**src/rtl/cpu_step_sequencer_if.sv**
```systemverilog
// cpu_step_sequencer_if: start/stall/instruction inputs and step status outputs of the step sequencer.
// The illegal_clr signal exists only when ILLEGAL_TRAP_EN is defined.
interface cpu_step_sequencer_if #(
  parameter int IW  = 12,
  parameter int OPW = 4,
  parameter int SW  = 4
);
  logic           w;
  logic           hold;
  logic [IW-1:0]  instruction;
  logic [SW-1:0]  step;
  logic [OPW-1:0] opcode_q;
  logic           busy;
  logic           done;
  logic           illegal;
`ifdef ILLEGAL_TRAP_EN
  logic           illegal_clr;
`endif
  modport master (
`ifdef ILLEGAL_TRAP_EN
    output illegal_clr,
`endif
    output w, hold, instruction,
    input  step, opcode_q, busy, done, illegal
  );
  modport slave (
`ifdef ILLEGAL_TRAP_EN
    input  illegal_clr,
`endif
    input  w, hold, instruction,
    output step, opcode_q, busy, done, illegal
  );
endinterface

```
**src/rtl/cpu_step_sequencer.sv**
```systemverilog
// cpu_step_sequencer: walks T1..Tlen per latched opcode, with hold, done and busy.
// Defining ILLEGAL_TRAP_EN turns zero-length opcodes into a sticky illegal trap instead of a NOP step.
module cpu_step_sequencer #(
  parameter int IW  = 12,
  parameter int OPW = 4,
  parameter int SW  = 4,
  parameter logic [(2**OPW)*SW-1:0] STEP_TABLE = 64'h0000_0000_0000_4321
) (
  input logic clk,
  input logic resetn,
  cpu_step_sequencer_if.slave bus
);
  logic [OPW-1:0] op, opcode_q, opcode_d;
  logic [SW-1:0]  len_op, len_q, len_d, step_q, step_d;
  logic           unused_instr;
  assign op           = bus.instruction[IW-1 -: OPW];
  assign len_op       = STEP_TABLE[op*SW +: SW];
  assign unused_instr = ^bus.instruction[IW-OPW-1:0];
`ifdef ILLEGAL_TRAP_EN
  logic ill_q, ill_d;
  always_ff @(posedge clk)
    if (!resetn) ill_q <= 1'b0;
    else ill_q <= ill_d;
  assign bus.illegal = ill_q;
`else
  assign bus.illegal = 1'b0;
`endif
  always_ff @(posedge clk) begin
    if (!resetn) begin
      step_q   <= '0;
      len_q    <= '0;
      opcode_q <= '0;
    end else begin
      step_q   <= step_d;
      len_q    <= len_d;
      opcode_q <= opcode_d;
    end
  end
  always_comb begin
    step_d   = step_q;
    len_d    = len_q;
    opcode_d = opcode_q;
`ifdef ILLEGAL_TRAP_EN
    ill_d    = ill_q;
`endif
    if (!bus.hold) begin
      if (step_q != '0) step_d = (step_q == len_q) ? '0 : step_q + 1'b1;
`ifdef ILLEGAL_TRAP_EN
      else if (bus.illegal_clr) ill_d = 1'b0;
      else if (bus.w && !ill_q) begin
        opcode_d = op;
        len_d    = len_op;
        ill_d    = (len_op == '0);
        step_d   = (len_op == '0) ? '0 : SW'(1);
      end
`else
      else if (bus.w) begin
        opcode_d = op;
        len_d    = (len_op == '0) ? SW'(1) : len_op;
        step_d   = SW'(1);
      end
`endif
    end
  end
  assign bus.step     = step_q;
  assign bus.opcode_q = opcode_q;
  assign bus.busy     = (step_q != '0);
  assign bus.done     = (step_q != '0) && (step_q == len_q) && !bus.hold;
endmodule

```
**src/flat_wrapper.sv**
```systemverilog
// flat-port wrapper written by rule: the top's interface ports become plain ports
module cpu_step_sequencer_flat 
#(
  parameter int IW  = 12,
  parameter int OPW = 4,
  parameter int SW  = 4,
  parameter logic [(2**OPW)*SW-1:0] STEP_TABLE = 64'h0000_0000_0000_4321
)
  (clk, resetn, bus_w, bus_hold, bus_instruction, bus_step, bus_opcode_q, bus_busy, bus_done, bus_illegal);
  cpu_step_sequencer_if #(.IW(IW), .OPW(OPW), .SW(SW)) bus_i ();
  input logic clk;
  input logic resetn;
  input wire logic [$bits(bus_i.w)-1:0] bus_w;
  input wire logic [$bits(bus_i.hold)-1:0] bus_hold;
  input wire logic [$bits(bus_i.instruction)-1:0] bus_instruction;
  output wire logic [$bits(bus_i.step)-1:0] bus_step;
  output wire logic [$bits(bus_i.opcode_q)-1:0] bus_opcode_q;
  output wire logic [$bits(bus_i.busy)-1:0] bus_busy;
  output wire logic [$bits(bus_i.done)-1:0] bus_done;
  output wire logic [$bits(bus_i.illegal)-1:0] bus_illegal;
  assign bus_i.w = bus_w;
  assign bus_i.hold = bus_hold;
  assign bus_i.instruction = bus_instruction;
  assign bus_step = bus_i.step;
  assign bus_opcode_q = bus_i.opcode_q;
  assign bus_busy = bus_i.busy;
  assign bus_done = bus_i.done;
  assign bus_illegal = bus_i.illegal;
  cpu_step_sequencer #(.IW(IW), .OPW(OPW), .SW(SW), .STEP_TABLE(STEP_TABLE)) u_core (.clk(clk), .resetn(resetn), .bus(bus_i));
endmodule
```
**config.mk**
```make
export PLATFORM = sky130hd
export DESIGN_NAME = cpu_step_sequencer_flat
export DESIGN_NICKNAME = d
export VERILOG_FILES = /design/src/rtl/cpu_step_sequencer_if.sv /design/src/rtl/cpu_step_sequencer.sv /design/src/flat_wrapper.sv
export SDC_FILE = /design/constraint.sdc
export NUM_CORES = 1
export LEC_CHECK = 0
export CAP_MARGIN = 10
export CORE_MARGIN = 2
export CORE_UTILIZATION = 43
export DETAILED_ROUTE_END_ITERATION = 6
export HOLD_SLACK_MARGIN = 0.08
export PLACE_DENSITY_LB_ADDON = 0.3
export SYNTH_ARGS = -nofsm -noshare
export SYNTH_HDL_FRONTEND = slang
export SYNTH_SLANG_ARGS = --single-unit
```
**constraint.sdc**
```tcl
create_clock -name clk -period 2.8 [get_ports clk]
set_input_delay 0.28 -clock clk [delete_from_list [all_inputs] [get_ports clk]]
set_output_delay 0.28 -clock clk [all_outputs]
set_load 0.01 [all_outputs]
```
# == Yosys cells after proc, flatten, opt, wreduce, memory -nomap -nowiden ==
# Index checks and enable logic that the tools add are counted.
# classes
shifts,1
reduce_logical,8
n_mux,4
add_sub_neg,1
n_bitwise,2
eq_ne,1
# op_table
operator,n
64-bit by 7-bit indexed part select with 4-bit output (first input constant),1
4-bit two-way mux,4
4-bit by 1-bit adder with 4-bit output (second input constant),1
4-bit equality test,1
4-bit zero test,1
4-bit nonzero test,1
3-bit AND reduction,1
1-bit logical AND,2
1-bit NOT,2
2-bit AND reduction,1
2-bit nonzero test,1
1-bit zero test,1
# totals
ff_bits,12
elab_cells,20
output_inout_bits,11
inputBits,16

# == Depth between registers and ports, before layout ==
# Gate-level depths: netlist of run 1.
# logic_depth
ltp_word,3
mapped_depth,6
mapped_depth_nobuf,6

# == Least setup slack after synthesis of run 1 ==
# No wires, ideal clock.
# synth_timing
path_kind,register to output
start,register u_core.step_q[1] (netlist: u_core.bus.step[1])
end,output bus_done
t_required_ns,2.520
arrival_time_ns,1.381
slack_ns,1.139
n_path_buf,0
path_stages_with_launch,6
cell_sequence,dfxtp_1 > inv_1 > ha_1 > nor3b_2 > inv_2 > and3_1
# synth_between
elab_chain_len,3
word_cells_on_any_way,4
classes_between,1 x eq/ne; 3 x reduce/logical
# synth_lines
item,line_no,source
start: declaration,cpu_step_sequencer.sv:14,"logic [SW-1:0] len_op, len_q, len_d, step_q, step_d;"
start signal: assignment,cpu_step_sequencer.sv:34,step_q <= step_d;
4-bit nonzero test,n/a,
via bus_busy,flat_wrapper.sv:18,output wire logic [$bits(bus_i.busy)-1:0] bus_busy;
1-bit logical AND (2 in a row),cpu_step_sequencer.sv:68,assign bus.done = (step_q != '0) && (step_q == len_q) && !bus.hold;
end: declaration,flat_wrapper.sv:19,output wire logic [$bits(bus_i.done)-1:0] bus_done;
# The timed path passes the listed nets, and every way through them passes these cells.

# == Worst setup path after layout of run 1 ==
# layout_timing
start,register u_core.step_q[0] (netlist: u_core.bus.step[0])
end,output bus_done
# layout_between
elab_chain_len,3
word_cells_on_any_way,4
classes_between,1 x eq/ne; 3 x reduce/logical
# layout_lines
item,line_no
4-bit equality test or 4-bit nonzero test (tied branches),cpu_step_sequencer.sv:68
1-bit logical AND * (2 in a row),cpu_step_sequencer.sv:68
# Mark *: on every way between the ends. The rest lies on a longest branch, timed or not.

==> implementation parameters, run 1 <==
Parameter                              Value

Outcome
  Outcome    finished, final reports clean

Yosys
  Share of the yosys chip area belonging to registers    0.358
  Ys flop type    sky130_fd_sc_hd__dfxtp_1
  Area of the mapped netlist    614 um2
  Mean instance size in the synthesized netlist    8.78 um2
  Most common cell in the netlist    sky130_fd_sc_hd__dfxtp_1
  Post-synth top area cell    sky130_fd_sc_hd__dfxtp_1
  Number of flops mapped to enable cells by yosys    0
  Net count of the mapped netlist    89
  Synth async-reset ratio    0
  Syn. warnings    0
  Top cell types by occurrence after synthesis    sky130_fd_sc_hd__dfxtp_1, sky130_fd_sc_hd__a21oi_1, sky130_fd_sc_hd__o21ai_0
  Synth Register Bits    11
  Count of cell types in the netlist    31
  Cells after Synth    70
  Cell types occupying the most area after synthesis    sky130_fd_sc_hd__dfxtp_1, sky130_fd_sc_hd__a21oi_1, sky130_fd_sc_hd__ha_1
  Top-area cell type share of the netlist area    0.358

Routing
  Total wire length after detailed routing    1440 um
  Via density per instance    5.56
  Starting DRT DRC Count    16
  DRT antenna net count    0
  DRC    0
  First-pass iteration count of the detailed router    4
  DR vias    584
  Average routed wire per standard cell    13.7 um

Worst setup path
  Crit Path Class    reg -> out
  Data arrival time of the critical path    2.22 ns
  Data required, critical path    2.52 ns
  Worst R2R End    u_core.bus.step[1]
  R2r startpoint    u_core.bus.step[0]
  Start point of the critical path    u_core.bus.step[0]
  End of the critical path    bus_done
  Kind of start point of the critical path    flip-flop
  Maximum fanout along the worst path    10
  Number of cells traversed by the worst register-to-register path    5
  Endpoint kind of the worst setup timing path    output pin
  Setup slack, reg-to-reg    1.19 ns

Placed design
  Routability congestion estimate    0.752
  Placed Instance Area    796 um2
  Count of buffers from port buffering    17
  Estimated wirelength of the detail-placed design    1070 um

Global routing
  Initial antenna violation count    0
  Global-route wire length before repair    2420 um
  Number of global-route vias before repair    564
  Global route total overflow    0
  Total routing usage reported by global routing    0.183
  Maximum number of pins on one net before global-route repair    11

Timing
  Final setup TNS    0 ns
  RSZ-0062 raised after global routing    false
  Tightest hold margin    0.477 ns
  Hold Violations, Final    0
  Final setup vio count    0
  Maximum clock frequency    400 MHz
  Fraction of the cycle the final worst path needs    0.892
  Final count of pins violating max slew    0
  Final critical delay including setup and external delays    2.50 ns
  Post-route clock skew    0.00145 ns
  Worst-Margin Slew    0.566 ns
  Slew headroom    0.622

Power
  Power per Cell Area    445 nW/um2
  Largest vdd supply drop    0.000376 V
  Reported leakage power    0.318 nW

Finish
  Cell area after layout    822 um2
  Area of all sequential standard cells    220 um2
  Area grow syn2layout    33.8%
  Diodes inserted    0
  Fraction of final layout cells with drive strength greater than 1    0.122
  Layout fillers    126
  Final Util    0.624
  Number of nets in the final layout    110
  Area of the multi-input gates    349 um2

Clock network
  Clock-pin slew on the worst setup and hold paths    0.08 ns
  Number of gates given a new drive strength after cts    0
  Number of buffers added for setup after CTS    0
  Clock root buffer    sky130_fd_sc_hd__clkbuf_4
  CTS H-tree depth    1
  Number of clock sinks seen by CTS    11
  Quantity of hold-fixing buffers added after cts    0
  Number of CTS-inserted buffers    3
  Clock tree from TritonCTS    yes
  Clock latency on the worst-skew pair    0.27 ns
  Number of buffers between clock root and the deepest sink    2

Floorplanning
  Initial Utilization    0.466
  Chip Width    41.8 um
  Area of the die    1750 um2
  Vertical die dimension    41.8 um
  Std cell rows    13
  Standard cell core area    1320 um2
  Boundary pin count    27

Hold path
  HP Class    reg -> reg

Job
  Number of maximum-capacitance violations    0
[sequential cells by signal, summed over array words and instances, names as in the netlist]
name	count
u_core.bus.opcode_q	4
u_core.bus.step	4
u_core.len_q	3
[kinds of logic after synthesis]
logic type	count (synthesis)	share of synthesized area
AO/OA/AOI/OAI	22	0.240
XOR/XNOR	3	0.0428
adder cells (fa/ha/maj)	3	0.0611
buffers and inverters	9	0.0733
flip-flops	11	0.358
other	1	0.00610
AND/OR/NAND/NOR	21	0.218
[area by class of cell]
class / count / area share
Sequential cell: 11 / 0.268
Multi-Input combinational cell: 50 / 0.425
Tap cell: 15 / 0.0228
Clock buffer: 4 / 0.0320
Timing Repair Buffer: 19 / 0.225
Inverter: 6 / 0.0274
[worst min path at each step]
stage | slack, ns | from | depth (start not counted) | to
after global placement | 0.47 | u_core.bus.opcode_q[0] | 2 | u_core.bus.opcode_q[0]
after detailed placement | 0.47 | u_core.bus.opcode_q[2] | 2 | u_core.bus.opcode_q[2]
after floorplan | 0.43 | bus_instruction[8] | 2 | u_core.bus.opcode_q[0]
final | 0.48 | u_core.bus.opcode_q[2] | 2 | u_core.bus.opcode_q[2]
after global routing | 0.52 | u_core.bus.opcode_q[2] | 2 | u_core.bus.opcode_q[2]
after CTS | 0.48 | u_core.bus.opcode_q[2] | 2 | u_core.bus.opcode_q[2]
[routing by layer]
layer,wire length [um],global-route usage,up-vias
met2,697,0.294,12
met4,14,0.116,0
li1,-,-,295
met1,668,0.217,275
met5,0,0,-
met3,58,0.0435,2
[power breakdown]
part	internal, mW	switching (mW)	total (mW)	leakage (nW)
Clock	0.0552	0.0591	0.114	0.0150
Sequential	0.162	0.00484	0.167	0.0895
Combinational	0.0426	0.0415	0.0841	0.214
[worst max-delay path, cell delays in order (launching register included)]
cell and delay [ns]:
sky130_fd_sc_hd__dfxtp_1 0.44, sky130_fd_sc_hd__inv_1 0.10, sky130_fd_sc_hd__ha_1 0.24, sky130_fd_sc_hd__nor3b_2 0.16, sky130_fd_sc_hd__buf_4 0.17, sky130_fd_sc_hd__inv_2 0.14, sky130_fd_sc_hd__and3_1 0.17, sky130_fd_sc_hd__clkdlybuf4s50_1 0.53
[layout by cell type, fill, tap and decap left out, types with 2 or more instances in the layout]
cell,Yosys,final
sky130_fd_sc_hd__a21oi_1,8,8
sky130_fd_sc_hd__a311oi_1,2,2
sky130_fd_sc_hd__buf_4,1,2
sky130_fd_sc_hd__clkbuf_4,0,3
sky130_fd_sc_hd__clkdlybuf4s50_1,0,17
sky130_fd_sc_hd__dfxtp_1,11,11
sky130_fd_sc_hd__ha_1,3,3
sky130_fd_sc_hd__inv_1,4,4
sky130_fd_sc_hd__nand2_1,3,3
sky130_fd_sc_hd__nand2b_1,2,2
sky130_fd_sc_hd__nand3_1,5,5
sky130_fd_sc_hd__nand4_1,3,3
sky130_fd_sc_hd__o21ai_0,6,6
sky130_fd_sc_hd__xor2_1,3,3
[stage by stage]
stage                     setup WS, ns  cells  power [mW]
after global routing             0.165    105       0.379
final                            0.301    105       0.366
after CTS                        0.308    105       0.367
after floorplan                   1.14     70       0.213
after detailed placement         0.618    101       0.255
after global placement           0.613    101       0.253
Power figures use the tool's default switching activity.
==> run 2: changes to the inputs <==
--- a/config.mk
+++ b/config.mk
@@ -10,6 +10,7 @@
 export CORE_UTILIZATION = 43
 export DETAILED_ROUTE_END_ITERATION = 6
 export HOLD_SLACK_MARGIN = 0.08
+export MAX_ROUTING_LAYER = met4
 export PLACE_DENSITY_LB_ADDON = 0.3
 export SYNTH_ARGS = -nofsm -noshare
 export SYNTH_HDL_FRONTEND = slang
==> constraint.sdc (replaced) <==
create_clock -name clk -period 2.8 [get_ports clk]
set_input_delay 0.28 -clock clk [delete_from_list [all_inputs] [get_ports clk]]
set_output_delay 0.28 -clock clk [all_outputs]
set_load 0.005 [all_outputs]
==> run 2 against run 1 <==
  * Global-route usage up 0.51 points
  * Design area unchanged
  * Core utilization did not move
  * Wire length barely moved
  * Via count is the same
  * Sequential share of layout area is the same
  * Die area is the same
  * Clock-buffer cell count stayed put
  * Largest cell class unchanged
==> implementation parameters, run 2 (synthesis results as in run 1) <==
Parameter                              Value

Timing
  Worst Slack Setup Final    0.336 ns (+0.0354 ns)
  Final setup TNS    0 ns (unchanged)
  Final count of pins violating max slew    0 (unchanged)
  Post-route clock skew    0.00185 ns (+0.000399 ns)
  Tightest hold margin    0.478 ns (+0.000176 ns)
  Maximum clock frequency    406 MHz (+1.4%)
  RSZ-0062 raised after global routing    false
  Final setup vio count    0 (unchanged)
  Worst-Margin Slew    0.566 ns (-0.00000167 ns)
  Final critical delay including setup and external delays    2.46 ns (-0.0354 ns)
  Fraction of the cycle the final worst path needs    0.880 (-0.0126)
  Hold Violations, Final    0 (unchanged)
  Slew headroom    0.622 (about the same)

Global routing
  Number of global-route vias before repair    562 (-0.35%)
  Initial antenna violation count    0 (unchanged)
  Global-route wire length before repair    2420 um (unchanged)
  Maximum number of pins on one net before global-route repair    11 (unchanged)
  Total routing usage reported by global routing    0.188 (+0.00508)
  Global route total overflow    0 (unchanged)
  Met1 usage in global routing    0.217 (unchanged)
  Global-route track usage on met3    0.0435 (unchanged)
  Met2 routing resource usage after global routing    0.294 (unchanged)
  Most used routing layer    met2

Clock network
  CTS H-tree depth    1 (unchanged)
  Clock root buffer    sky130_fd_sc_hd__clkbuf_4
  Number of CTS-inserted buffers    3 (unchanged)
  Number of gates given a new drive strength after cts    0 (unchanged)
  Number of clock sinks seen by CTS    11 (unchanged)
  Clock-pin slew on the worst setup and hold paths    0.08 ns (about the same)
  Number of buffers added for setup after CTS    0 (unchanged)
  Number of buffers between clock root and the deepest sink    2 (unchanged)
  Quantity of hold-fixing buffers added after cts    0 (unchanged)
  Clock tree from TritonCTS    yes
  Clock latency on the worst-skew pair    0.27 ns (about the same)

Finish
  Highest-count cells in the layout ignoring fill and taps    sky130_fd_sc_hd__clkdlybuf4s50_1, sky130_fd_sc_hd__dfxtp_1, sky130_fd_sc_hd__a21oi_1
  Cell area after layout    822 um2 (unchanged)
  Area grow syn2layout    33.8% (unchanged)
  Diodes inserted    0 (unchanged)
  Layout fillers    126 (unchanged)
  Number of nets in the final layout    110 (unchanged)
  Most common cell after layout, fill and taps aside    sky130_fd_sc_hd__clkdlybuf4s50_1
  Fraction of final layout cells with drive strength greater than 1    0.122 (unchanged)

Floorplanning
  Vertical die dimension    41.8 um (unchanged)
  Standard cell core area    1320 um2 (unchanged)
  Initial Utilization    0.466 (unchanged)
  Boundary pin count    27 (unchanged)
  Chip Width    41.8 um (unchanged)
  Area of the die    1750 um2 (unchanged)
  Std cell rows    13 (unchanged)

Hold path
  HP Class    reg -> reg

Routing
  First-pass iteration count of the detailed router    4 (unchanged)
  Average routed wire per standard cell    13.7 um (about the same)
  Total wire length after detailed routing    1440 um (about the same)
  DRT antenna net count    0 (unchanged)
  DRC    0 (unchanged)
  Via density per instance    5.56 (unchanged)
  DR vias    584 (unchanged)
  Starting DRT DRC Count    16 (unchanged)

Worst setup path
  Kind of start point of the critical path    flip-flop
  Setup slack, reg-to-reg    1.19 ns (about the same)
  Maximum fanout along the worst path    10 (unchanged)
  Crit Path Class    reg -> out
  Data arrival time of the critical path    2.18 ns (-0.04 ns)
  Data required, critical path    2.52 ns (about the same)
  Endpoint kind of the worst setup timing path    output pin

Power
  Largest vdd supply drop    0.000374 V (-0.65%)
  Power per Cell Area    441 nW/um2 (-0.85%)
  Reported leakage power    0.318 nW (unchanged)

Placed design
  Routability congestion estimate    0.762 (+1.3%)
  Placed Instance Area    796 um2 (unchanged)
  Estimated wirelength of the detail-placed design    1070 um (unchanged)
  Count of buffers from port buffering    17 (unchanged)
  DP Worst Slack    0.653 ns (+0.0351 ns)

Outcome
  Outcome    finished, final reports clean

Job
  Number of maximum-capacitance violations    0 (unchanged)
run 2: cell counts in the layout (fill, tap and decap cells not counted):
No cell type changed its count.
run 2: layout make-up:
| cell class | instances | area (um2) | area share |
|---|---|---|---|
| inverter | 6 | 22.5 | 0.0274 |
| multi-input combinational | 50 | 349 | 0.425 |
| clock buffer | 4 | 26.3 | 0.0320 |
| sequential | 11 | 220 | 0.268 |
| timing repair buffer | 19 | 185 | 0.225 |
| tap | 15 | 18.8 | 0.0228 |
run 2: routing by layer:
metal	up-vias	part of all wire
met3	2	0.040
met1	274	0.46
met2	12	0.48
met5	-	0
met4	0	0.0097
li1	296	-
run 2: worst paths after layout:
path	startpoint	to	cells past startpoint
worst max-delay path	u_core.bus.step[0]	bus_done	7
worst min-delay path	u_core.bus.opcode_q[2]	u_core.bus.opcode_q[2]	2
worst max register to register	u_core.bus.step[0]	u_core.bus.step[1]	5
worst min register to register	u_core.bus.opcode_q[2]	u_core.bus.opcode_q[2]	2
run 2: power by group:
part	switching [mW]	total, mW	internal [mW]
clock network	0.0591	0.114	0.0552
registers	0.00481	0.167	0.162
logic	0.0386	0.0811	0.0425
total	0.102	0.362	0.260
run 2: metrics by stage:
stage / cells / utilization / total power [mW]
final: 105 / 0.624 / 0.362
after global routing: 105 / 0.624 / 0.376
after CTS: 105 / 0.624 / 0.364
after detailed placement: 101 / 0.604 / 0.252
after global placement: 101 / 0.604 / 0.249
after floorplan: 70 / - / 0.210
run 2: critical path: stages (launching register included):
cell and delay (ns):
sky130_fd_sc_hd__dfxtp_1 0.44, sky130_fd_sc_hd__inv_1 0.10, sky130_fd_sc_hd__ha_1 0.24, sky130_fd_sc_hd__nor3b_2 0.16
sky130_fd_sc_hd__buf_4 0.17, sky130_fd_sc_hd__inv_2 0.14, sky130_fd_sc_hd__and3_1 0.17, sky130_fd_sc_hd__clkdlybuf4s50_1 0.49
==> run 3: changes to the inputs <==
--- a/config.mk
+++ b/config.mk
@@ -10,7 +10,6 @@
 export CORE_UTILIZATION = 43
 export DETAILED_ROUTE_END_ITERATION = 6
 export HOLD_SLACK_MARGIN = 0.08
-export MAX_ROUTING_LAYER = met4
 export PLACE_DENSITY_LB_ADDON = 0.3
 export SYNTH_ARGS = -nofsm -noshare
 export SYNTH_HDL_FRONTEND = slang
==> results of run 3 <==
Same layout as run 1 (identical final DEF). Status: finished, final reports clean.
Main changes from that run: setup slack after placement 0.618 ns -> 0.653 ns; setup slack after layout 0.301 ns -> 0.336 ns; total power 0.366 mW -> 0.363 mW; worst IR drop on VDD 0.000376 V -> 0.000374 V
==> patch, RTL diff (config.mk and constraints of run 2) <==
`OPW` is set to 4 in 3 places; all go to 5.
--- a/src/rtl/cpu_step_sequencer_if.sv
+++ b/src/rtl/cpu_step_sequencer_if.sv
@@ -2,7 +2,7 @@
 // The illegal_clr signal exists only when ILLEGAL_TRAP_EN is defined.
 interface cpu_step_sequencer_if #(
   parameter int IW  = 12,
-  parameter int OPW = 4,
+  parameter int OPW = 5,
   parameter int SW  = 4
 );
   logic           w;
--- a/src/rtl/cpu_step_sequencer.sv
+++ b/src/rtl/cpu_step_sequencer.sv
@@ -2,7 +2,7 @@
 // Defining ILLEGAL_TRAP_EN turns zero-length opcodes into a sticky illegal trap instead of a NOP step.
 module cpu_step_sequencer #(
   parameter int IW  = 12,
-  parameter int OPW = 4,
+  parameter int OPW = 5,
   parameter int SW  = 4,
   parameter logic [(2**OPW)*SW-1:0] STEP_TABLE = 64'h0000_0000_0000_4321
 ) (
--- a/src/flat_wrapper.sv
+++ b/src/flat_wrapper.sv
@@ -2,7 +2,7 @@
 module cpu_step_sequencer_flat 
 #(
   parameter int IW  = 12,
-  parameter int OPW = 4,
+  parameter int OPW = 5,
   parameter int SW  = 4,
   parameter logic [(2**OPW)*SW-1:0] STEP_TABLE = 64'h0000_0000_0000_4321
 )
Ports: changed (resized bus_opcode_q); port bits go from 27 to 28. No check against the original RTL was run, so the function may have changed too.
==> patch against run 2 <==
- total power increased by 13%
- sequential share of layout area increased by 0.41 points
- setup slack lost 0.035 ns
- final area increased by 7.5%
- combinational power is 2% higher
- wire length grew 0.70%
- synthesized area rose by 6.7%
- sequential cell count rose by 1
- clock power increased by 26%
- highest routed layer unchanged
==> patch: results (changes against run 2) <==
- Status: finished, final reports clean
- Dpl ws: 0.644 ns (-0.00944 ns)
- Wl on met1: 692 µm (+3.6%)
- Largest register FFs: 5
- Met3 wire len: 70 µm (+21%)
- Worst stage delay on the critical path: 0.53 ns (+0.04 ns)
- Area contributors post-synth: dfxtp_1 (37%), a21oi_1 (6.9%), ha_1 (5.7%)
- Largest net degree at the start of global routing: 12 (+1)
- Port bufs: 19 (+2)
- Post-synth EDFFs: 0 (unchanged)
- Routability cong.: 0.783 (+2.8%)
- Static leakage: 0.334 nW (+4.8%)
- Synth Area in Adders: 5.73% (-0.38 points)
- Initial DRC count: 9 (-7)
- Max VDD drop: 292 µV (-22%)
- Avg Cell Area, Syn: 8.51 µm² (-3.0%)
- First-pass GRT wire length: 2280 µm (-5.5%)
- Reg-to-reg setup timing slack: 0.97 ns (-0.22 ns)
- Routed wl met2: 662 µm (-5.0%)
- DP Area: 847 µm² (+6.4%)
- N_diodes: 0 (unchanged)
- Worst endpoint data arrival time: 2.22 ns (+0.04 ns)
- Hold Slack: 0.483 ns (+0.00545 ns)
- Share of layout cells above drive strength 1: 9.28% (-2.9 points)
- Least-Margin Pin Slew: 0.606 ns (+0.0406 ns)
- Compound-cell area share of the yosys netlist: 23.3% (-0.75 points)
- Cell variety after synth: 33 (+6.5%)
- Vias in the first global route: 524 (-6.8%)
- GRT Total Usage: 16.8% (-2.0 points)
- Mux share of post-synthesis cell area: 0% (unchanged)
- WL final: 1450 µm (+0.70%)
- Post-DP HPWL: 1050 µm (-1.7%)
- Vias: 631 (+8.0%)
- Post-DR wirelength/cell: 12.8 µm (-6.4%)
- Most frequent cells after synthesis: dfxtp_1 (12), a21oi_1 (9), o21ai_0 (7)
- Xor-xnor portion of the synthesized cell area: 4.01% (-0.27 points)
- Syn_nets: 96 (+7.9%)
- Post-cts sizing count: 0 (unchanged)
- Final setup skew: 0.0104 ns (+0.00860 ns)
- Yosys warns: 0 (unchanged)
- CP max stage cell: nor3b_2
- Min Tclk post-route: 2.50 ns (+0.0350 ns)
- Final nets: 117 (+6.4%)
- Sequential fraction of the synthesis area: 36.6% (+0.80 points)
- Top delay family on crit path: simple AND/OR/NAND/NOR gates
-- patch: logic make-up (layout without fill, tap and decap cells) --
| logic type | after synthesis | after routing |
|---|---|---|
| AOI/OAI and AO/OA | 24 | 24 |
| xor gates and xnor gates | 3 | 3 |
| adders and majority gates | 3 | 3 |
| buffers and inverters | 10 | 30 |
| DFF | 12 | 12 |
| other | 1 | 1 |
| and+or+nand+nor | 24 | 24 |
-- patch: power by group --
| group | switching (mW) | internal [mW] | total (mW) |
|---|---|---|---|
| Sequential | 0.00517 | 0.177 | 0.182 |
| Clock | 0.0648 | 0.0791 | 0.144 |
| Combinational | 0.0390 | 0.0438 | 0.0828 |
-- patch: layer usage --
layer  track usage [%]  vias to the layer above
met5                 -                        -
met4              9.09                        0
met3              2.98                        4
met2              24.8                       17
met1              21.8                      294
li1                  -                      316
-- patch: worst register-to-register path: stages, from the launching register on --
cell and delay (ns):
dfxtp_1 0.38, inv_1 0.11, ha_1 0.18, nor3b_2 0.53
inv_2 0.20, o21ai_0 0.22, a21oi_1 0.08
-- patch: final cells by class --
type	count	area [µm²]
tap	16	20.0
fill	142	588
inverter	6	22.5
sequential	12	240
multi-input combinational	55	367
timing repair buffer	20	198
clock buffer	4	36.3
-- patch: final timing paths --
kind,depth (start not counted),to,startpoint
worst max register to register,6,u_core.len_q[2]$_SDFFE_PN0P_,u_core.bus.step[0]$_SDFFE_PN0P_
worst max-delay path,6,bus_done,u_core.bus.step[0]$_SDFFE_PN0P_
worst min register to register,2,u_core.bus.opcode_q[1]$_SDFFE_PN0P_,u_core.bus.opcode_q[1]$_SDFFE_PN0P_
worst min-delay path,2,u_core.bus.opcode_q[1]$_SDFFE_PN0P_,u_core.bus.opcode_q[1]$_SDFFE_PN0P_
